[src/rtl/hazard_scoreboard.sv]
// Issue-side producer tracker: per-register result countdowns driving the ID stall for RAW, WAW and multiplier hazards.
// Latency: stall, mul_busy and pending_mask are combinational from the current state; state updates on each clk edge.
// Backpressure: stall holds PC and IF/ID and injects a bubble into ID/EX; ex_flush cancels the last issued entry.
// Optional: define HAZARD_SB_STATS_EN to add a saturating 16-bit stall_count output.
module hazard_scoreboard #(
    parameter int MUL_LAT  = 4,
    parameter int LOAD_LAT = 2
) (
    input  logic       clk,
    input  logic       rst_n,
    input  logic       id_valid,
    input  logic [2:0] id_rs1,
    input  logic [2:0] id_rs2,
    input  logic       id_use_rs2,
    input  logic [2:0] id_rd,
    input  logic       id_regwrite,
    input  logic       id_is_load,
    input  logic       id_is_mul,
    input  logic       ex_flush,
    output logic       stall,
    output logic       mul_busy,
    output logic [7:0] pending_mask
`ifdef HAZARD_SB_STATS_EN
    ,
    output logic [15:0] stall_count
`endif
);

    // Remaining cycles until each register's result is forwardable; entry 0 is never written.
    logic [2:0] r_cnt [8];
    logic [2:0] r_mul_cnt;
    logic [2:0] r_last_rd;
    logic       r_last_is_mul;
    logic       r_last_valid;

    logic [2:0] w_lat_m1;
    logic       w_raw1;
    logic       w_raw2;
    logic       w_mul_struct;
    logic       w_waw;
    logic       w_issue;

    // Countdown value loaded for the instruction in ID (its latency minus one).
    always_comb begin
        w_lat_m1 = 3'd0;
        if (id_is_load)
            w_lat_m1 = 3'(LOAD_LAT - 1);
        else if (id_is_mul)
            w_lat_m1 = 3'(MUL_LAT - 1);
    end

    // Hazard terms; all use pre-issue state so rs == rd checks against the older producer.
    always_comb begin
        w_raw1       = (id_rs1 != 3'd0) && (r_cnt[id_rs1] != 3'd0);
        w_raw2       = id_use_rs2 && (id_rs2 != 3'd0) && (r_cnt[id_rs2] != 3'd0);
        w_mul_struct = id_is_mul && (r_mul_cnt != 3'd0);
        w_waw        = id_regwrite && (id_rd != 3'd0) && (r_cnt[id_rd] > w_lat_m1);
        stall        = id_valid && !ex_flush && (w_raw1 || w_raw2 || w_mul_struct || w_waw);
    end

    assign w_issue  = id_valid && !stall && !ex_flush;
    assign mul_busy = (r_mul_cnt != 3'd0);

    // Per-register pending flags; r0 always reads as ready.
    always_comb begin
        pending_mask = 8'h00;
        for (int i = 1; i < 8; i++)
            pending_mask[i] = (r_cnt[i] != 3'd0);
    end

    // Countdown update: decrement, then flush of the last issued entry, then new issue wins.
    always_ff @(posedge clk or negedge rst_n) begin
        if (!rst_n) begin
            for (int i = 0; i < 8; i++)
                r_cnt[i] <= 3'd0;
            r_mul_cnt     <= 3'd0;
            r_last_rd     <= 3'd0;
            r_last_is_mul <= 1'b0;
            r_last_valid  <= 1'b0;
        end else begin
            for (int i = 1; i < 8; i++) begin
                if (w_issue && id_regwrite && (id_rd == 3'(i)))
                    r_cnt[i] <= w_lat_m1;
                else if (ex_flush && r_last_valid && (r_last_rd == 3'(i)))
                    r_cnt[i] <= 3'd0;
                else if (r_cnt[i] != 3'd0)
                    r_cnt[i] <= r_cnt[i] - 3'd1;
            end

            if (w_issue && id_is_mul)
                r_mul_cnt <= 3'(MUL_LAT - 1);
            else if (ex_flush && r_last_valid && r_last_is_mul)
                r_mul_cnt <= 3'd0;
            else if (r_mul_cnt != 3'd0)
                r_mul_cnt <= r_mul_cnt - 3'd1;

            r_last_valid  <= w_issue && id_regwrite && (id_rd != 3'd0);
            r_last_rd     <= id_rd;
            r_last_is_mul <= id_is_mul;
        end
    end

`ifdef HAZARD_SB_STATS_EN
    logic [15:0] r_stall_count;

    // Saturating count of clock edges on which ID was stalled.
    always_ff @(posedge clk or negedge rst_n) begin
        if (!rst_n)
            r_stall_count <= 16'h0000;
        else if (stall && (r_stall_count != 16'hFFFF))
            r_stall_count <= r_stall_count + 16'h0001;
    end

    assign stall_count = r_stall_count;
`endif

endmodule

[config.mk]
export PLATFORM = sky130hd
export DESIGN_NAME = hazard_scoreboard
export DESIGN_NICKNAME = d
export VERILOG_FILES = /design/src/rtl/hazard_scoreboard.sv
export SDC_FILE = /design/constraint.sdc
export NUM_CORES = 1
export LEC_CHECK = 0
export CORE_MARGIN = 2
export CORE_UTILIZATION = 60
export DETAILED_ROUTE_END_ITERATION = 7
export DONT_BUFFER_PORTS = 1
export GPL_ROUTABILITY_DRIVEN = 0
export HOLD_SLACK_MARGIN = 0.02
export MAX_ROUTING_LAYER = met4
export PLACE_DENSITY = 0.76
export REMOVE_ABC_BUFFERS = 1
export SYNTH_ARGS = -nofsm -noshare
export SYNTH_HDL_FRONTEND = slang
export SYNTH_SLANG_ARGS = --single-unit
[constraint.sdc]
create_clock -name clk -period 3.65 [get_ports clk]
set_input_delay 0.1825 -clock clk [delete_from_list [all_inputs] [get_ports clk]]
set_output_delay 0.1825 -clock clk [all_outputs]
set_load 0.02 [all_outputs]
* After elaboration in Yosys (flattened, before gate mapping)
Index checks and enable logic that the tools add are counted.
** Word-level totals
- Input bits :: 17
- Register bits :: 29
- Word-level logic and storage cells :: 130
** Cells by class
- Equality and inequality tests :: 14
- Order comparisons :: 4
- $add $sub $neg :: 8
- Bitwise gates (word level) :: 3
- Muxes and demuxes :: 35
- Reduce and logical (&&, ||, !) cells :: 55
** Operator list (number)
- $mux 3 :: 31
- $reduce_bool 3->1 :: 21
- $logic_and 1x1->1 :: 29
- $bmux 3 s3 :: 3
- $eq 3x3->1 const B :: 8
- $sub 3x1->3 const B :: 8
- $eq 3x2->1 const B :: 4
- $ge 4x4->1 const B :: 3
- $not 3->4 :: 3
- $eq 3x1->1 const B :: 2
- $gt 3x3->1 :: 1
- $logic_or 1x1->1 :: 3
- $logic_not 1->1 :: 2
- $mux 2 :: 1

* Logic depth before layout (Yosys ltp)
- Depth after elaboration :: 16
- Gate-level depth with buffers :: 12
- Gate-level depth less buffers :: 11

* Least setup slack after synthesis
No wires, ideal clock.
- Path type :: input to register
- From :: in id_rd[0]
- To :: reg r_cnt[4] in the netlist's numbering
- Library setup time :: 79 ps
- Path buffers :: 1
- Setup slack :: 1035 ps
- Stages :: 11
- Data arrival time :: 2536 ps
- Cell sequence :: buf_1 > mux4_2 > nor2_1 > nor2_1 > ha_1 > nor2b_1 > o21ai_0 > o31ai_1 > a21boi_4 > and4b_4 > mux2i_1
** On the way
- Cells in the longest elaborated chain, start to end :: 14
- Elaborated cells on any way between the ends :: 18
- Those cells by class :: order compare: 1; eq/ne: 1; mux: 4; bitwise: 1; reduce/logical: 11
** Ends and longest elaborated chain
- start: declaration :: RTL line 15 : input logic [2:0] id_rd,
- $not 3->4 (implied by the code) :: RTL line 57 : w_waw = id_regwrite && (id_rd != 3'd0) && (r_cnt[id_rd] > w_lat_m1);
- $bmux 3 s3 :: RTL line 57
- $mux 3 (implied by the code) (2 in series) :: RTL line 57
- $gt 3x3->1 :: RTL line 57
- $logic_and 1x1->1 :: RTL line 57
- $logic_or 1x1->1 :: RTL line 58 : stall = id_valid && !ex_flush && (w_raw1 || w_raw2 || w_mul_struct || w_waw);
- $logic_and 1x1->1 :: RTL line 58
- $logic_not 1->1 :: RTL line 61 : assign w_issue = id_valid && !stall && !ex_flush;
- $logic_and 1x1->1 (2 in series) :: RTL line 61
- $logic_and 1x1->1 :: RTL line 82 : if (w_issue && id_regwrite && (id_rd == 3'(i)))
- $logic_and 1x1->1 * :: RTL line 82
- $reduce_bool 3->1 (no line) / $mux 3 (equally long branches)
- end signal: indexed assignment :: RTL line 83 : r_cnt[i] <= w_lat_m1;
- end signal: indexed assignment :: RTL line 87 : r_cnt[i] <= r_cnt[i] - 3'd1;
- end: declaration :: RTL line 30 : logic [2:0] r_cnt [8];
Mark *: on every way between the ends. The rest lies on a longest branch, timed or not. The select of a mux whose other input is x is not followed.
A chain may end at the register's enable or synchronous reset.

* Worst setup path in the final report
- From :: reg r_cnt[1] in the netlist's numbering
- To :: out stall
** On the way
- Cells in the longest elaborated chain, start to end :: 9
- Elaborated cells on any way between the ends :: 19
- Those cells by class :: order compare: 1; mux: 9; reduce/logical: 9
** Ends and longest elaborated chain
- parallel branches: the longest is 7 deep, another holds $gt 3x3->1
- $logic_or 1x1->1 * :: RTL line 58
- $logic_and 1x1->1 * :: RTL line 58
- end: declaration :: RTL line 20 : output logic stall,
Mark *: on every way between the ends. The select of a mux whose other input is x is not followed.

==> impl_metrics.csv <==
group,metric,value,unit
power_and_ir_drop,sw_frac_of_total,41.8,%
clock_network,clockBufferDepth,2,
final_layout,drive_above_1_share,10.7,%
power_and_ir_drop,p_per_area,775,nW/um^2
synth,netlist.top_cell.by_area,"dfrtp_1",
timing,grt_setup_unrepaired,"false",
die,die_x,65.0,um
synth,yosys.area_share.simple,24.6,%
clock_network,cts_max_level,2,
clock_network,cts.sinks,29,
synth,synth_top_family_by_area,"simple AND/OR/NAND/NOR gates",
worst_hold_path,holdPathEnd,"r_mul_cnt[0]$_DFFE_PN0P_",
detailed_routing,dr.pass1.iters,4,
power_and_ir_drop,ir_drop,0.000365,V
power_and_ir_drop,p_leak,1.19,nW
detailed_routing,ant_nets,0,
detailed_routing,viasPerCell,5.95,
synth,netlist_area,2230,sq um
worst_hold_path,hold_path_class,"in2reg",
timing,skew,0.00925,ns
synth,synth-compound-area-share,10.8,%
die,ios,27,
clock_network,clkSlewWorstSetupHoldPaths,0.06,ns
flow_run,maxCapViolations,0,
timing,fin_crit_sh,77.8,%
synth,synthArstFlopShare,100,%
clock_network,cts_tree,"yes",
critical_path,crit_type,"reg2out",
timing,hold_viol_final,0,
critical_path,r2r-end,"r_cnt[0]$_DFFE_PN0P_",
power_and_ir_drop,power_frac_comb,51.6,%
synth,postSynthCellCount,242,
critical_path,required,3.47,ns
final_layout,nets,286,
critical_path,reg2reg_depth,10,
synth,synth.avg_cell_area,9.21,sq um
status,outcome,"finished clean",
die,die_h,65.0,um
power_and_ir_drop,seqPwrFrac,32.9,%
synth,ys_top_cells_by_area,"dfrtp_1, ha_1, mux2i_1",
detailed_routing,first_iter_violations,108,
timing,fmax,0.352,GHz
clock_network,cts-root-buf,"clkbuf_8",
clock_network,cts_buffers,5,
detailed_routing,num_vias,1785,
die,start_util,61.8,%
placement,hpwlAfterDp,3740,um
worst_hold_path,hold_path.startpoint,"id_is_mul",
worst_hold_path,whs_path_depth,2,
timing,setup_tns,0,ns
final_layout,area_growth,9.99,%
synth,synth_top_area_share,32.5,%
detailed_routing,drt_wl_total,5100,um
final_layout,n_antenna_cell,0,
synth,synth_most_common_cell,"nand2_1",
global_routing,grt_pass1_vias,1781,
synth,synth_edf_count,0,
critical_path,arrival,2.66,ns
final_layout,nFillCells,286,
synth,synth_flop_cell,"dfrtp_1",
die,die_area,4220,sq um
timing,relSlewSlack,67.3,%
power_and_ir_drop,clkPwrFrac,15.5,%
placement,postPlaceCellArea,2270,sq um
critical_path,crit_path_end_kind,"primary output",
synth,synth-seq-area-share,32.5,%
synth,yosysUniqueCellTypes,42,
global_routing,track_usage,28.3,%
die,rows,22,
timing,worst_pin_slew,0.478,ns
power_and_ir_drop,p_switching,795,uW
global_routing,grt_first_pass_wirelength,8620,um
critical_path,cp_max_fo,10,
critical_path,rr_startpoint,"r_cnt[1]$_DFFE_PN0P_",
critical_path,rrSetupSlack,0.93,ns
synth,synth_xor_xnor_area_share,3.14,%
synth,post_synth_mux_area_share,13.6,%
die,core,3610,sq um
synth,yosys-top-cells-count,"nand2_1, dfrtp_1, inv_1, ha_1, mux2i_1",
placement,place.port_buffers,0,
global_routing,grt_max_degree,30,
timing,finalCriticalPeriod,2.84,ns
global_routing,overflow,0,
timing,drv_slew,0,
timing,setup_violations,0,
clock_network,clk_latency,0.29,ns
global_routing,grt_antenna_before_repair,0,
critical_path,cp-start-kind,"register",
detailed_routing,drt-wirelength-per-cell,17.0,um
detailed_routing,drc,0,
synth,ys_ff_latch,29,
power_and_ir_drop,p_int,1.11,mW
final_layout,final_area,2450,sq um
synth,yosys.area_share.adder,10.1,%
synth,yosysWarnings,3,
power groups by stage:
stage                     Combinational (mW)  Sequential (mW)  Clock [mW]
after floorplan                        0.822            0.581           0
final                                  0.981            0.626       0.295
after global placement                 0.937            0.624           0
after CTS                              0.985            0.623       0.301
after global routing                    1.13            0.648       0.311
after detailed placement               0.962            0.628           0
per-stage QoR:
stage | power, mW | setup WS (ns) | hold slack [ns] | instances | util [%]
6_report | 1.90 | 0.809 | 0.0648 | 300 | 68.0
3_3_place_gp | 1.56 | 1.04 | -0.112 | 285 | 63.0
5_1_grt | 2.09 | 0.582 | 0.0777 | 300 | 68.0
3_5_place_dp | 1.59 | 0.967 | -0.112 | 285 | 63.0
2_1_floorplan | 1.40 | 1.19 | -0.113 | 236 | -
4_1_cts | 1.91 | 0.815 | 0.0554 | 300 | 68.0
placed cells by master (no fill, tap or decap), types with 3 or more instances in the layout:
cell type and n:
nor2_1 17, and3_1 6, inv_1 23, mux2_2 5, o21ai_0 6, a211oi_1 3
nand4_2 4, nand2_1 34, ha_1 18, mux2i_1 18, nand3_1 4, nand2b_1 9
nor2b_1 7, nor3_1 6, dfrtp_1 29, clkbuf_8 7, mux4_2 3, xnor2_1 8
o211ai_1 7, dlygate4sd3_1 6
sequential cells by signal, summed over array words and instances, names as in the netlist:
register       count
r_last_is_mul      1
r_last_valid       1
r_last_rd          3
r_cnt             21
r_mul_cnt          3
worst max-delay path: stages, from the launching register on:
cell and delay [ns]:
dfrtp_1 0.42, mux4_2 0.48, nor2_1 0.10, nor2_1 0.05, ha_1 0.31, nor2b_1 0.13
o21ai_0 0.14, o31ai_1 0.13, a21boi_4 0.36, a21oi_1 0.26
worst max path at each step:
stage	from	endpoint	slack, ns
after CTS	r_cnt[1]$_DFFE_PN0P_	stall	0.82
after global placement	r_cnt[1]$_DFFE_PN0P_	r_cnt[4]$_DFFE_PN0P_	1.04
final	r_cnt[1]$_DFFE_PN0P_	stall	0.81
after global routing	r_cnt[10]$_DFFE_PN0P_	stall	0.58
after detailed placement	r_cnt[1]$_DFFE_PN0P_	r_cnt[0]$_DFFE_PN0P_	0.97
after floorplan	r_cnt[1]$_DFFE_PN0P_	r_cnt[4]$_DFFE_PN0P_	1.19
metal layers:
layer	up-vias	GRT usage [%]	wire length [um]
met5	-	-	0
met4	0	10.1	78
met3	7	7.12	397
met2	61	43.8	2390
met1	849	36.1	2230
li1	868	-	-
timing repair:
action,CTS,global route
endpoints found under the setup margin,0,0
resized for setup,0,0
setup buffers,0,0
hold buffers,7,0
hold endpoints to repair,34,0
cells by family (layout without fill, tap and decap cells):
group | after synthesis | in the layout
simple gates | 101 | 101
compound gates | 30 | 30
flops | 29 | 29
buf+inv | 29 | 39
mux | 26 | 26
fa+ha+maj | 18 | 18
xor+xnor | 8 | 8
other cells | 1 | 1
cell type report:
cell class                      instances  area (sq um)  share of cell area (%)
Clock buffer                            7          96.3                    3.93
Clock inverter                          1          5.00                   0.204
Inverter                               23          86.3                    3.52
Multi-Input combinational cell        184          1390                    56.7
Sequential cell                        29           726                    29.6
Tap cell                               48          60.1                    2.45
Timing Repair Buffer                    8          87.6                    3.57
Note: power is estimated with default switching activity, not from simulation.
